## config.mk

```make
export PLATFORM = sky130hd
export DESIGN_NAME = sram_mem_controller
export DESIGN_NICKNAME = d
export VERILOG_FILES = /design/src/rtl/mem_ctrl_pkg.sv /design/src/rtl/sram_mem_controller.sv
export SDC_FILE = /design/constraint.sdc
export NUM_CORES = 1
export LEC_CHECK = 0
export BUFFER_PORTS_ARGS = -buffer_cell sky130_fd_sc_hd__buf_4
export CAP_MARGIN = 5
export CORE_MARGIN = 2
export CORE_UTILIZATION = 48
export CTS_BUF_LIST = sky130_fd_sc_hd__clkbuf_2 sky130_fd_sc_hd__clkbuf_4 sky130_fd_sc_hd__clkbuf_8
export DETAILED_ROUTE_END_ITERATION = 12
export MAX_ROUTING_LAYER = met4
export PLACE_DENSITY = 0.73
export SYNTH_ARGS = -nofsm -noshare
export SYNTH_HDL_FRONTEND = slang
export SYNTH_SLANG_ARGS = --single-unit
```

## constraint.sdc

```tcl
create_clock -name clk -period 7 [get_ports clk]
set_clock_uncertainty 0.15 [all_clocks]
set_input_delay 0 -clock clk [delete_from_list [all_inputs] [get_ports clk]]
set_output_delay 0 -clock clk [all_outputs]
set_load 0.02 [all_outputs]
```

## src/rtl/mem_ctrl_pkg.sv

```systemverilog
// Shared types and constants for the MEM-stage SRAM controller.
// Holds the access FSM encoding and address-map defaults.
package mem_ctrl_pkg;

    typedef enum logic [1:0] {
        IDLE = 2'd0,
        LOW  = 2'd1,
        HIGH = 2'd2,
        DONE = 2'd3
    } state_t;

    localparam logic [31:0] BASE_ADDR_DEF = 32'd1024;

    localparam logic HALF_LO = 1'b0;
    localparam logic HALF_HI = 1'b1;

endpackage

```

## src/rtl/sram_mem_controller.sv

```systemverilog
// Splits each 32-bit MEM-stage access into two half-word cycles
// on a 16-bit asynchronous SRAM; ready low stalls the pipeline.
module sram_mem_controller
    import mem_ctrl_pkg::*;
#(
    parameter int          ACCESS_CYCLES = 3,
    parameter logic [31:0] BASE_ADDR     = BASE_ADDR_DEF,
    parameter int          SRAM_AW       = 18
) (
    input  logic               clk,
    input  logic               rst,
    input  logic               MEM_R_EN,
    input  logic               MEM_W_EN,
    input  logic [31:0]        address,
    input  logic [31:0]        write_data,
    output logic [31:0]        read_data,
    output logic               ready,
    output logic [SRAM_AW-1:0] sram_addr,
    output logic [15:0]        sram_dq_out,
    input  logic [15:0]        sram_dq_in,
    output logic               sram_dq_oe,
    output logic               sram_we_n
);

    localparam int         WW   = SRAM_AW - 1;
    localparam logic [3:0] LAST = 4'(ACCESS_CYCLES - 1);

    state_t state, state_d;

    logic [3:0]    cnt, cnt_d;
    logic [WW-1:0] widx_q, widx_d;
    logic [31:0]   wdata_q, wdata_d;
    logic          wr_q, wr_d;
    logic [15:0]   rd_lo;

    logic [31:0] off;
    logic        req;
    logic        last;

    logic               acc_d;
    logic               half_d;
    logic               oe_d;
    logic               we_n_d;
    logic [SRAM_AW-1:0] addr_d;
    logic [15:0]        dq_d;

    assign req   = MEM_R_EN | MEM_W_EN;
    assign off   = address - BASE_ADDR;
    assign last  = (cnt == LAST);
    assign ready = ~req | (state == DONE);

    always_comb begin
        state_d = state;
        cnt_d   = cnt;
        widx_d  = widx_q;
        wdata_d = wdata_q;
        wr_d    = wr_q;
        unique case (state)
            IDLE: begin
                if (req) begin
                    state_d = LOW;
                    cnt_d   = '0;
                    widx_d  = off[SRAM_AW:2];
                    wdata_d = write_data;
                    wr_d    = MEM_W_EN;
                end
            end
            LOW: begin
                if (last) begin
                    state_d = HIGH;
                    cnt_d   = '0;
                end else begin
                    cnt_d = cnt + 4'd1;
                end
            end
            HIGH: begin
                if (last) begin
                    state_d = DONE;
                    cnt_d   = '0;
                end else begin
                    cnt_d = cnt + 4'd1;
                end
            end
            DONE: begin
                state_d = IDLE;
            end
            default: begin
                state_d = IDLE;
            end
        endcase
    end

    // Bus pins are registered from next-state values so the pads never glitch.
    always_comb begin
        acc_d  = (state_d == LOW) || (state_d == HIGH);
        half_d = (state_d == HIGH) ? HALF_HI : HALF_LO;
        oe_d   = acc_d & wr_d;
        we_n_d = ~(oe_d & (cnt_d != LAST));
        addr_d = acc_d ? {widx_d, half_d} : sram_addr;
        dq_d   = sram_dq_out;
        if (oe_d) begin
            dq_d = half_d ? wdata_d[31:16] : wdata_d[15:0];
        end
    end

    always_ff @(posedge clk) begin
        if (rst) begin
            state       <= IDLE;
            cnt         <= '0;
            widx_q      <= '0;
            wdata_q     <= '0;
            wr_q        <= 1'b0;
            rd_lo       <= '0;
            read_data   <= '0;
            sram_addr   <= '0;
            sram_dq_out <= '0;
            sram_dq_oe  <= 1'b0;
            sram_we_n   <= 1'b1;
        end else begin
            state       <= state_d;
            cnt         <= cnt_d;
            widx_q      <= widx_d;
            wdata_q     <= wdata_d;
            wr_q        <= wr_d;
            sram_addr   <= addr_d;
            sram_dq_out <= dq_d;
            sram_dq_oe  <= oe_d;
            sram_we_n   <= we_n_d;
            if (state == LOW && last && !wr_q) begin
                rd_lo <= sram_dq_in;
            end
            if (state == HIGH && last && !wr_q) begin
                read_data <= {sram_dq_in, rd_lo};
            end
        end
    end

endmodule

```

== After elaboration in Yosys (flattened, before gate mapping) ==
Index checks and enable logic that the tools add are counted.
Word-level totals
  memory bits (writable): 0
  latch bits: 0
  memories: 0
  bits in read-only memories: 0
  bits of input ports: 84
  word-level logic and storage cells: 49
  register bits after elaboration: 140
  output and inout port bits: 69
Cells by class
  muxes and demuxes: 15
  div/mod/pow operators: 0
  order comparisons: 0
  bitwise logic cells: 6
  reduce and logical (&&, ||, !) cells: 8
  shifts and indexed selects: 0
  eq/ne operators: 7
  add/sub/neg operators: 2
  multipliers: 0
Operators with widths (count)
  $mux W32: 2
  $mux W17: 2
  $sub A19 B11 Y19 const B: 1
  $mux W16: 1
  $mux W4: 2
  $pmux W2 S4: 1
  $pmux W4 S2: 1
  $eq A2 B2 Y1 const B: 3
  $mux W2: 3
  $add A4 B1 Y4 const B: 1
  $eq A2 B1 Y1 const B: 2
  $eq A4 B2 Y1 const B: 1
  $logic_and A1 B1 Y1: 4
  $ne A4 B2 Y1 const B: 1
  $mux W1: 3
  $and A1 B1 Y1: 2
  $logic_not A2 Y1: 1
  $not A1 Y1: 2
  $or A1 B1 Y1: 2
  $reduce_or A2 Y1: 1
  $logic_not A1 Y1: 1
  $logic_or A1 B1 Y1: 1

== Longest topological paths before layout ==
  depth after elaboration: 8
  gate-level depth with buffers: 12
  gate-level depth less buffers: 10

== Least setup slack after synthesis ==
Ideal clock, no wire load.
  path kind: flip-flop to flip-flop
  from: reg state[0]
  to: reg sram_dq_out[10]
  library setup time: 0.117 ns
  arrival time: 2.524 ns
  slack: 4.209 ns
  cell stages (with the launch flop): 12
  buffers on the path: 4
  cells stage by stage: dfxtp_1 > inv_1 > ha_1 > buf_4 > nor2b_1 > clkbuf_1 > o31ai_1 > ha_1 > clkbuf_1 > buf_2 > mux2i_1 > a22o_1
Between the ends
  cells in the longest elaborated chain, start to end: 5
Ends and longest elaborated chain
  start, declared: RTL line sram_mem_controller.sv:28  | state_t state, state_d;
  start signal, assigned: RTL line sram_mem_controller.sv:120  | state <= state_d;
  $eq A2 B2 Y1 (tied with other cells): RTL line sram_mem_controller.sv:58  | unique case (state)
  $pmux W2 S4 *: RTL line sram_mem_controller.sv:58
  $eq A2 B2 Y1 *: RTL line sram_mem_controller.sv:96  | half_d = (state_d == HIGH) ? HALF_HI : HALF_LO;
  $mux W1 *: RTL line sram_mem_controller.sv:96
  named net half_d: RTL line sram_mem_controller.sv:41  | logic half_d;
  $mux W16 *: RTL line sram_mem_controller.sv:102  | dq_d = half_d ? wdata_d[31:16] : wdata_d[15:0];
  end signal, assigned: RTL line sram_mem_controller.sv:126  | sram_dq_out <= dq_d;
  end, declared: RTL line sram_mem_controller.sv:19  | output logic [15:0] sram_dq_out,
The timed path passes the listed nets; every way through them passes the cells marked *.
A chain may end at the register's enable or synchronous reset.

== Worst setup path after layout ==
  from: reg state[0]
  to: reg sram_addr[1]
Between the ends
  cells in the longest elaborated chain, start to end: 4
Ends and longest elaborated chain
  $eq A2 B2 Y1 (tied with other cells): RTL line sram_mem_controller.sv:58
  $pmux W2 S4: RTL line sram_mem_controller.sv:58
  $eq A2 B1 Y1 / $eq A2 B2 Y1 (equally long branches): RTL line sram_mem_controller.sv:95  | acc_d = (state_d == LOW) || (state_d == HIGH);
  $logic_or A1 B1 Y1: RTL line sram_mem_controller.sv:95
  end signal, assigned: RTL line sram_mem_controller.sv:125  | sram_addr <= addr_d;
  end, declared: RTL line sram_mem_controller.sv:18  | output logic [SRAM_AW-1:0] sram_addr,
Several ways; a longest one is shown, not always the timed one.

==> impl.org <==
** Yosys
- Cell count after synthesis :: approximately 590
- Combinational family with the most area after synthesis :: simple AND/OR/NAND/NOR gates
- The synthesized netlist occupies a cell area of ~5400 um^2.
- Post-Synth XOR/XNOR Area :: less than 1%
- In this run, synthesis produced a sequential element count of 140.
- Asr flop ratio synth :: 0%
- After synthesis, the netlist uses 45 different library cells.
- After Yosys synthesis, full adders, half adders and majority gates account for 2.32% of the synthesized area.
- Summing the areas of all compound-gate instances in the mapped netlist gives around an eighth of the synthesized area.
- Synthesis produced a netlist with a net count of 679.
- Register area share after synthesis :: 52.1%
- Main flop type after synthesis :: sky130_fd_sc_hd__dfxtp_1
- In this run, synthesis inferred 0 flip-flops with an integrated enable.
- Yosys warnings :: 0
- After synthesis, the mean cell area works out to 9.20 um^2.
- Fraction of the mapped netlist area in simple logic gates :: 16.8%
- After synthesis, the share of cell area in mux cells is 11.3%.

** Min path
- Hold_sp :: write_data[7]
- The worst hold path passes through 4 cells.
- The tightest min-delay check is of the in -> reg type.
- The worst hold path terminates at wdata_q[7]$_SDFF_PP0_.

** Worst setup path
- Crit end category :: flip-flop
- On the worst path, the slowest cell contributes a delay of 0.61 ns.
- Startpoint of the worst register-to-register path :: state[0]$_SDFF_PP0_
- Arrival @ worst endpoint :: 3.64 ns
- For the worst flop-to-flop path, the logic depth is 8.
- Slack of the worst reg-to-reg path :: 3.53 ns
- In this design, the largest share of critical-path delay is due to adder cells.
- Largest driver fanout on the critical path :: 22
- Required time at the worst-slack endpoint :: 7.17 ns
- Cell count along the critical path :: 8
- Critical path, cell by cell :: inv_1, ha_1, nor2b_1, o31ai_1, ha_1, inv_1, nor2_1, a211oi_1
- Endpoint of the worst-slack reg-to-reg timing path :: sram_addr[1]$_SDFFE_PP0P_
- The largest individual stage delay along the critical path comes from the cell sky130_fd_sc_hd__nor2b_1.
- CP Launch Type :: flip-flop
- Critical path start-end classification :: reg -> reg
- Count of buffer and inverter cells on the critical path :: 2

** Floorplan
- Core region area :: 10,900 um^2
- Pin placement for this block handled 153 I/O pins.
- In this run the horizontal extent of the chip is about 110 um.
- From bottom edge to top edge, the die measures 110 um.
- Once the floorplan was initialized, standard cells occupied ~49% of the core.
- The die covers ~12,000 um^2.
- Standard-cell row count :: 38

** Cells and area
- Cells fill 70.2% of the core in the end.
- The post-route netlist has 23.3% of its cells at a drive strength greater than 1.
- The finished layout holds about 930 standard cells, fillers aside.
- Antenna Cells :: 0
- The net count of the finished layout is 875.
- Area growth from synthesis to final layout :: 41.9%

** Placed design
- Number of cells after detailed placement :: roughly 830
- At the end of routability-driven placement, the weighted congestion stood at roughly 0.8.
- The wire-length estimate of the detail-placed layout is 8.20 mm.
- During placement, the flow inserted port buffers numbering 137.

** STA
- For this run, the top clock speed supported by timing is 288 MHz.
- Minimum clock period :: 3.47 ns
- Actual transition at the worst max-transition pin :: 1.13 ns
- Max-slew violation count :: 0
- Relative slew slack :: 25.0%
- Summed over all failing endpoints, the final setup total negative slack is 0 ns.
- Dividing the final minimum period by the clock period gives 49.6%.
- Setup repair after global routing missed its margin :: no
- Setup violation total in the final timing report :: 0
- The hold violation count in the final report is 0.

** Clock network
- TritonCTS built the clock tree.
- Number of buffers created by CTS :: 17
- Clock tree root driver cell :: sky130_fd_sc_hd__clkbuf_8
- CTS saw 140 sinks.
- In this run the number of H-tree levels came out at 4.
- Number of buffers between clock root and the deepest sink :: 2
- The later pin in the worst-skew pair is clocked with a latency of 0.42 ns.
- Clock-pin slew was measured on the worst setup and hold paths at 0.08 ns.

** Pwr
- The completed layout was analyzed and its total power is roughly 0.0020 W.
- Power per cell area :: about 260 nW/um^2
- Summed over all cells, the static leakage comes to 3.25 nW.
- IR analysis of the VDD net gives a maximum drop of between 0.0002 and 0.00025 V.

** Global routing
- The first global-routing pass estimated 21.3 mm of wire.
- The initial antenna violation count was 0.
- Entering global routing, the biggest net connects 72 pins.
- Number of global-route vias before repair :: 4,701
- Total global-route track usage :: approximately 23%
- GRT Residual Overflow :: 0

** Routing
- After detailed routing, the number of vias per cell comes to ~5.
- Sum of routed wire length over all layers :: ~13 mm
- Number of DRC markers in iteration 0 :: 358
- The first TritonRoute pass finished after 4 iterations.
- Via count :: 4,774
- In the final routed layout, each cell accounts on average for 14.1 um.
- The count of nets left with antenna violations once routing finished came out at 0.
- DRC violation count after routing :: 0

** Outcome
- The run finished with clean final reports.

** Job
- Max Cap Viol :: 0
==> per-stage QoR <==
step | hold WS (ns) | worst slack [ns] | area, um^2
2_1_floorplan | -0.0140 | 4.21 | 5380
3_3_place_gp | 0.100 | 3.73 | 6430
3_5_place_dp | 0.111 | 3.56 | 6430
4_1_cts | 0.199 | 3.56 | 7640
5_1_grt | 0.213 | 3.21 | 7640
6_report | 0.222 | 3.53 | 7640
==> placed cells by master, fill, tap and decap left out, types with 2 or more instances in the layout <==
master,netlist,routed
sky130_fd_sc_hd__clkbuf_8,0,17
sky130_fd_sc_hd__nand2_1,107,107
sky130_fd_sc_hd__dlygate4sd3_1,0,77
sky130_fd_sc_hd__xor2_1,3,3
sky130_fd_sc_hd__o32ai_1,2,2
sky130_fd_sc_hd__buf_4,6,140
sky130_fd_sc_hd__o22ai_1,2,2
sky130_fd_sc_hd__a22o_1,16,16
sky130_fd_sc_hd__a211oi_1,11,11
sky130_fd_sc_hd__a21oi_1,54,54
sky130_fd_sc_hd__or2_2,3,3
sky130_fd_sc_hd__inv_6,0,2
sky130_fd_sc_hd__a22oi_1,2,2
sky130_fd_sc_hd__a31oi_1,3,3
sky130_fd_sc_hd__and2_1,2,2
sky130_fd_sc_hd__or3_1,2,2
sky130_fd_sc_hd__nand3_1,4,4
sky130_fd_sc_hd__o21ai_0,5,4
sky130_fd_sc_hd__nor3_1,9,9
sky130_fd_sc_hd__clkinvlp_4,0,5
sky130_fd_sc_hd__o21a_1,2,2
sky130_fd_sc_hd__clkinv_2,0,2
sky130_fd_sc_hd__nor2_1,74,74
sky130_fd_sc_hd__nor2b_1,3,3
sky130_fd_sc_hd__nor4_1,2,2
sky130_fd_sc_hd__mux2i_1,61,61
sky130_fd_sc_hd__inv_1,9,9
sky130_fd_sc_hd__bufinv_16,0,4
sky130_fd_sc_hd__dfxtp_1,140,140
sky130_fd_sc_hd__ha_1,10,10
sky130_fd_sc_hd__nor3b_1,2,2
==> registers in the layout, indices dropped and copies added, names as in the netlist <==
| signal | cells |
|---|---|
| sram_addr | 18 |
| sram_we_n | 1 |
| cnt | 4 |
| rd_lo | 16 |
| read_data | 32 |
| wdata_q | 32 |
| widx_q | 17 |
| state | 2 |
| sram_dq_out | 16 |
| sram_dq_oe | 1 |
| wr_q | 1 |
==> power by group <==
part / switching, W / internal (W)
Sequential: 0.0000290 / 0.000858
Clock: 0.000314 / 0.000393
Combinational: 0.000200 / 0.000175
==> cells by family after synthesis <==
| kind of cell | Yosys count |
|---|---|
| xor+xnor | 3 |
| compound gates | 107 |
| mux | 61 |
| flops | 140 |
| fa+ha+maj | 10 |
| buf+inv | 49 |
| simple gates | 215 |
==> layer usage <==
metal / share of wire, % / wire [um] / up-vias / global-route usage [%]
met2: 48 / 6350 / 163 / 36.9
met3: 6.2 / 816 / 15 / 6.05
met5: 0 / 0 / - / -
met4: 1.2 / 155 / 0 / 7.69
met1: 44 / 5860 / 2217 / 27.7
li1: - / - / 2379 / -
==> area by class of cell <==
class	count	area [um^2]
repair buffers	217	1820
multi-input cells	396	2370
fillers	803	3250
clock inverters	14	194
flip-flops and latches	140	2800
well taps	140	175
inverters	9	33.8
clock buffers	18	241
==> worst min-delay path, cell delays in order <==
cell	delay (ns)
sky130_fd_sc_hd__dlygate4sd3_1	0.52
sky130_fd_sc_hd__buf_4	0.09
sky130_fd_sc_hd__mux2i_1	0.06
sky130_fd_sc_hd__nor2_1	0.09
==> timing repair <==
action                    in CTS  in global routing
gates resized for setup        0                  0
setup buffers                  0                  0
hold endpoints to repair     130                  0
hold buffers                  77                  0
==> worst max-delay path by stage <==
stage | startpoint | end
after floorplan | state[0]$_SDFF_PP0_ | sram_dq_out[10]$_SDFFE_PP0P_
after global placement | state[1]$_SDFF_PP0_ | sram_addr[10]$_SDFFE_PP0P_
after detailed placement | state[0]$_SDFF_PP0_ | sram_addr[5]$_SDFFE_PP0P_
after CTS | state[0]$_SDFF_PP0_ | sram_addr[5]$_SDFFE_PP0P_
after global routing | state[1]$_SDFF_PP0_ | sram_addr[6]$_SDFFE_PP0P_
final | state[0]$_SDFF_PP0_ | sram_addr[1]$_SDFFE_PP0P_
==> Yosys cell counts, types with 4 or more instances <==
cell type,count,area [um^2]
sky130_fd_sc_hd__nand2_1,107,402
sky130_fd_sc_hd__dfxtp_1,140,2800
sky130_fd_sc_hd__nor3_1,9,45.0
sky130_fd_sc_hd__buf_4,6,45.0
sky130_fd_sc_hd__buf_2,9,45.0
sky130_fd_sc_hd__a21oi_1,54,270
sky130_fd_sc_hd__clkbuf_1,23,86.3
sky130_fd_sc_hd__nand3_1,4,20.0
sky130_fd_sc_hd__inv_1,9,33.8
sky130_fd_sc_hd__nor2_1,74,278
sky130_fd_sc_hd__a211oi_1,11,82.6
sky130_fd_sc_hd__mux2i_1,61,611
sky130_fd_sc_hd__o21ai_0,5,25.0
sky130_fd_sc_hd__ha_1,10,125
sky130_fd_sc_hd__a22o_1,16,140
Power figures use the tool's default switching activity.
